`src/rtl/fn_pkg.sv`:
```
// Shared definitions for the result-collection block: FSM state type and
// default sizing constants.
package fn_pkg;

    localparam int FN_WIDTH = 8;
    localparam int FN_DEPTH = 4;

    typedef enum logic [1:0] {
        IDLE   = 2'd0,
        ACTIVE = 2'd1,
        DRAIN  = 2'd2
    } fn_state_t;

endpackage

```
`src/rtl/fn_result_fifo.sv`:
```
// Result-word FIFO: register-array storage, wrapping read/write pointers and
// occupancy. The head word is presented directly from the storage registers.
module fn_result_fifo
    import fn_pkg::*;
#(
    parameter int WIDTH = FN_WIDTH,
    parameter int DEPTH = FN_DEPTH
) (
    input  logic                     clk,
    input  logic                     rst_n,
    input  logic                     push,
    input  logic                     pop,
    input  logic [WIDTH-1:0]         wr_data,
    output logic [WIDTH-1:0]         rd_data,
    output logic [$clog2(DEPTH):0]   level,
    output logic [$clog2(DEPTH):0]   level_next
);

    localparam int AW = $clog2(DEPTH);
    localparam int LW = AW + 1;

    logic [WIDTH-1:0] mem [DEPTH];
    logic [AW-1:0]    wr_ptr_reg;
    logic [AW-1:0]    rd_ptr_reg;
    logic [LW-1:0]    level_reg;

    // Storage carries no reset; empty slots are masked at the output instead.
    always_ff @(posedge clk) begin
        if (push) begin
            mem[wr_ptr_reg] <= wr_data;
        end
    end

    always_comb begin
        level_next = level_reg;
        case ({push, pop})
            2'b10:   level_next = level_reg + 1'b1;
            2'b01:   level_next = level_reg - 1'b1;
            default: level_next = level_reg;
        endcase
    end

    // DEPTH is a power of two, so pointer overflow is the modulo-DEPTH wrap.
    always_ff @(posedge clk or negedge rst_n) begin
        if (!rst_n) begin
            wr_ptr_reg <= '0;
            rd_ptr_reg <= '0;
            level_reg  <= '0;
        end else begin
            if (push) begin
                wr_ptr_reg <= wr_ptr_reg + 1'b1;
            end
            if (pop) begin
                rd_ptr_reg <= rd_ptr_reg + 1'b1;
            end
            level_reg <= level_next;
        end
    end

    assign level   = level_reg;
    assign rd_data = (level_reg != '0) ? mem[rd_ptr_reg] : '0;

endmodule

```
`src/rtl/fn_result_collect.sv`:
```
// Collects function-stage result words into a FIFO with flush/drain control.
// Define FN_RESULT_COLLECT_ACC_EN to build the running-sum accumulator on acc.
module fn_result_collect
    import fn_pkg::*;
#(
    parameter int WIDTH = FN_WIDTH,
    parameter int DEPTH = FN_DEPTH
) (
    input  logic                     clk,
    input  logic                     rst_n,
    input  logic                     in_valid,
    input  logic [WIDTH-1:0]         in_data,
    output logic                     in_ready,
    output logic                     out_valid,
    output logic [WIDTH-1:0]         out_data,
    input  logic                     out_ready,
    input  logic                     flush,
    output logic                     flush_done,
    output logic [$clog2(DEPTH):0]   level,
    output logic [2*WIDTH-1:0]       acc
);

    localparam int LW = $clog2(DEPTH) + 1;

    fn_state_t     state_reg;
    fn_state_t     state_next;
    logic          run_reg;
    logic          push;
    logic          pop;
    logic [LW-1:0] level_next;

    // run_reg keeps in_ready low until the first edge after reset release.
    always_ff @(posedge clk or negedge rst_n) begin
        if (!rst_n) begin
            run_reg <= 1'b0;
        end else begin
            run_reg <= 1'b1;
        end
    end

    assign in_ready   = run_reg && (level < LW'(DEPTH)) && (state_reg != DRAIN);
    assign out_valid  = (level != '0);
    assign push       = in_valid && in_ready;
    assign pop        = out_valid && out_ready;
    assign flush_done = (state_reg == DRAIN) && (level == '0);

    fn_result_fifo #(
        .WIDTH (WIDTH),
        .DEPTH (DEPTH)
    ) u_fifo (
        .clk        (clk),
        .rst_n      (rst_n),
        .push       (push),
        .pop        (pop),
        .wr_data    (in_data),
        .rd_data    (out_data),
        .level      (level),
        .level_next (level_next)
    );

    always_comb begin
        state_next = state_reg;
        case (state_reg)
            IDLE: begin
                if (flush) begin
                    state_next = DRAIN;
                end else if (push) begin
                    state_next = ACTIVE;
                end
            end
            ACTIVE: begin
                if (flush) begin
                    state_next = DRAIN;
                end else if (level_next == '0) begin
                    state_next = IDLE;
                end
            end
            DRAIN: begin
                if (level == '0) begin
                    state_next = IDLE;
                end
            end
            default: state_next = IDLE;
        endcase
    end

    always_ff @(posedge clk or negedge rst_n) begin
        if (!rst_n) begin
            state_reg <= IDLE;
        end else begin
            state_reg <= state_next;
        end
    end

`ifdef FN_RESULT_COLLECT_ACC_EN
    logic [2*WIDTH-1:0] acc_reg;

    // Intake is closed in DRAIN, so clearing on flush_done never drops a push.
    always_ff @(posedge clk or negedge rst_n) begin
        if (!rst_n) begin
            acc_reg <= '0;
        end else if (flush_done) begin
            acc_reg <= '0;
        end else if (push) begin
            acc_reg <= acc_reg + (2*WIDTH)'(in_data);
        end
    end

    assign acc = acc_reg;
`else
    assign acc = '0;
`endif

endmodule

```
`config.mk`:
```
export PLATFORM = sky130hd
export DESIGN_NAME = fn_result_collect
export DESIGN_NICKNAME = d
export VERILOG_FILES = /design/src/rtl/fn_pkg.sv /design/src/rtl/fn_result_fifo.sv /design/src/rtl/fn_result_collect.sv
export SDC_FILE = /design/constraint.sdc
export NUM_CORES = 1
export LEC_CHECK = 0
export CAP_MARGIN = 5
export CORE_MARGIN = 1
export CORE_UTILIZATION = 45
export DETAILED_ROUTE_END_ITERATION = 16
export PLACE_DENSITY = 0.76
export SLEW_MARGIN = 15
export SYNTH_ARGS = -nofsm -noshare
export SYNTH_HDL_FRONTEND = slang
export SYNTH_HIERARCHICAL = 1
export SYNTH_SLANG_ARGS = --single-unit
```
`constraint.sdc`:
```
create_clock -name clk -period 2.2 [get_ports clk]
set_input_delay 0.44 -clock clk [delete_from_list [all_inputs] [get_ports clk]]
set_output_delay 0.44 -clock clk [all_outputs]
set_load 0.02 [all_outputs]
```
==> run metrics <==
status=complete, but fails checks; failing checks=negative setup slack; Die X=67.1 um; CP endpoint kind=flip-flop; WHS=470 ps; via/cell ratio=4.72; Pwr Density=1230 nW/um2; dpl cells=210; maximum VDD drop=0.802 mV; DR iter-0 viols=25; share of flip-flops with an asynchronous set or reset=23.8%; DP Area=2310 um2; antenna cells=0; H-tree Lvls=2; GPL Wtd Cong=0.805; Post-Layout Inst Area=2440 um2; Area Overhead vs Synth=28.1%; Residual DRC=0; Worst Setup Path Type=in2reg; clock buffer count from CTS=5; top fanout value on the critical path=2; Hold Path Class=in2async; post-layout util=60.7%; DR pass1 iterations=4; Congestion Overflow GR=0; period utilisation layout=105%; deepest clock path buffer count=2; yosys warns=6; Yosys top cell by area=edfxtp_1; Routed WL=3300 um; Total GRT Usage=17.9%; Synth top area share=50.4%; RSZ-0062 raised after global routing=true; nets=192; max-cap check violation count=0; layout cells sized above 1=36.8%; Worst-Skew Late Latency=290 ps; CTS root buf=clkbuf_8; LEAKAGE=0.999 nW; Setup crit start kind=primary input; final clock skew=7.16 ps; largest cells by area after synthesis=edfxtp_1 50%, dfrtp_1 13%, mux4_2 9.4%; Post-Syn Area=1910 um2; Boundary Pins=43; Synth cell types=27; wire per inst=14.7 um; Die Area=4500 um2; Slowest cell on crit path=clkdlybuf4s50_1; DRT antenna net count=0; Die Ht=67.1 um; DP Wirelength=2380 um; Synth Area per Inst=16.0 um2; ys flop type=edfxtp_1; Starting Density=47.3%; sequential area share after synthesis=63.5%; Fmax=432 MHz; Clock Sinks=42; CTS tree=done; synthesized flop and latch total=42; Synth Instances=119; Final Instance Count excl. Fillers=224; PortBufs=26; largest net degree at the start of global routing=14; Final Hold Viols=0; CTS clk-pin slew, worst paths=70 ps; CP arrival=2500 ps; crit path time final=2320 ps; hold buffer count at CTS=0; EDFF count, synth=32; Core Box Area=4030 um2; Critical Path Max Stage Delay=420 ps; vias=1058; Final Setup Violations=1; FILL cells=315; max-slew violation count=0; footprint of the multi-input gates=618 um2; sequential standard cell area=1210 um2; row count=23; global-route wire length before repair=5460 um; initial antenna violation count=0; Worst Setup Slack, final=-117 ps; max FFs per register=32; CP required=2380 ps; crit path cell chain=clkdlybuf4s50_1 -> and4b_2 -> inv_2 -> ha_4 -> inv_2 -> fa_2 -> xor2_1 -> nor2_1 -> xor2_1 -> nor4b_2 -> a2111oi_2; Worst path top cell family by delay=buffers and inverters; Buf/Inv on CP=3; number of global-route vias before repair=1078
==> kinds of logic after synthesis <==
kind of cell               Yosys count  share of synthesized area, %
adders and majority gates            6                          4.33
buffers and inverters               27                          8.92
AOI/OAI and AO/OA                    3                          1.38
other                                2                         0.394
muxes                                9                          9.97
and+or+nand+nor                     24                          8.73
xor gates and xnor gates             6                          2.76
DFF                                 42                          63.5
==> layer usage <==
| metal | track usage [%] | part of all wire (%) |
|---|---|---|
| met4 | 7.98 | 1.9 |
| met3 | 6.16 | 4.9 |
| met2 | 29.1 | 52 |
| met1 | 21.2 | 41 |
| met5 | 0 | 0 |
==> final timing paths <==
kind | from | end | slack [ps] | cells after the start
worst min register to register | u_fifo/wr_ptr_reg[0]$_DFFE_PN0P_ | u_fifo/wr_ptr_reg[0]$_DFFE_PN0P_ | 540 | 1
worst min-delay path | rst_n | state_reg[0]$_DFFE_PN0P_ | 470 | 1
worst max-delay path | in_valid | state_reg[0]$_DFFE_PN0P_ | -120 | 11
min in group clk | u_fifo/wr_ptr_reg[0]$_DFFE_PN0P_ | u_fifo/wr_ptr_reg[0]$_DFFE_PN0P_ | 540 | 1
worst max register to register | state_reg[0]$_DFFE_PN0P_ | state_reg[0]$_DFFE_PN0P_ | -110 | 11
max in group asynchronous | rst_n | u_fifo/level[0]$_DFF_PN0_ | 1380 | 1
==> synthesized netlist by cell type (all sizes together), types with 2 or more instances <==
master   n
edfxtp  32
nand2    2
nor2b    5
inv      9
conb     2
mux4     8
nor2     2
buf     18
and2b    3
nor3     2
dfrtp   10
xnor2    2
ha       5
xor2     4
and2     5
==> cell usage in the layout, fill, tap and decap left out, types with 3 or more instances in the layout <==
cell type        instances
xor2_1                   4
dfrtp_2                  3
inv_2                    3
ha_1                     4
conb_1                  17
dfrtp_1                  7
clkbuf_2                 3
nor2b_1                  5
buf_2                    5
clkdlybuf4s50_1         16
inv_1                    6
and2_1                   4
and2b_1                  3
edfxtp_1                32
mux4_2                   8
clkbuf_8                 5
buf_4                   22
==> worst register-to-register path, delay by kind of cell (launching register included) <==
family,cells,cell delay (ps)
AOI/OAI and AO/OA,1,200
xor gates and xnor gates,2,400
adders and majority gates,2,510
buffers and inverters,2,110
DFF,1,410
and+or+nand+nor,4,580
==> where the power goes <==
| part | leakage [nW] | total (W) | internal, W | switching (W) |
|---|---|---|---|---|
| logic | 0.537 | 0.00134 | 0.000694 | 0.000647 |
| clock network | 0.0579 | 0.000585 | 0.000334 | 0.000251 |
| registers | 0.404 | 0.00109 | 0.000968 | 0.000119 |
| total | 0.999 | 0.00301 | 0.00200 | 0.00102 |
==> through the flow <==
stage / worst slack (ps) / power [W] / setup TNS (ps)
floorplan: -45.1 / 0.00188 / -45.1
global placement: -399 / 0.00237 / -444
detailed placement: -518 / 0.00244 / -671
CTS: -97.0 / 0.00303 / -97.0
global route: -254 / 0.00319 / -293
finish: -117 / 0.00301 / -117
==> layout make-up <==
| class | instances | area share (%) |
|---|---|---|
| timing repair buffer | 50 | 16.6 |
| tap | 50 | 2.56 |
| multi-input combinational | 65 | 25.3 |
| clock buffer | 5 | 2.82 |
| inverter | 9 | 1.38 |
| clock inverter | 3 | 1.64 |
| sequential | 42 | 49.7 |
==> repair_timing <==
item                                    in CTS  in global routing
endpoints found under the setup margin      10                 10
pin swaps                                    5                  0
setup buffers                                3                  3
gates resized for setup                     25                 11
Note: power is estimated with default switching activity, not from simulation.
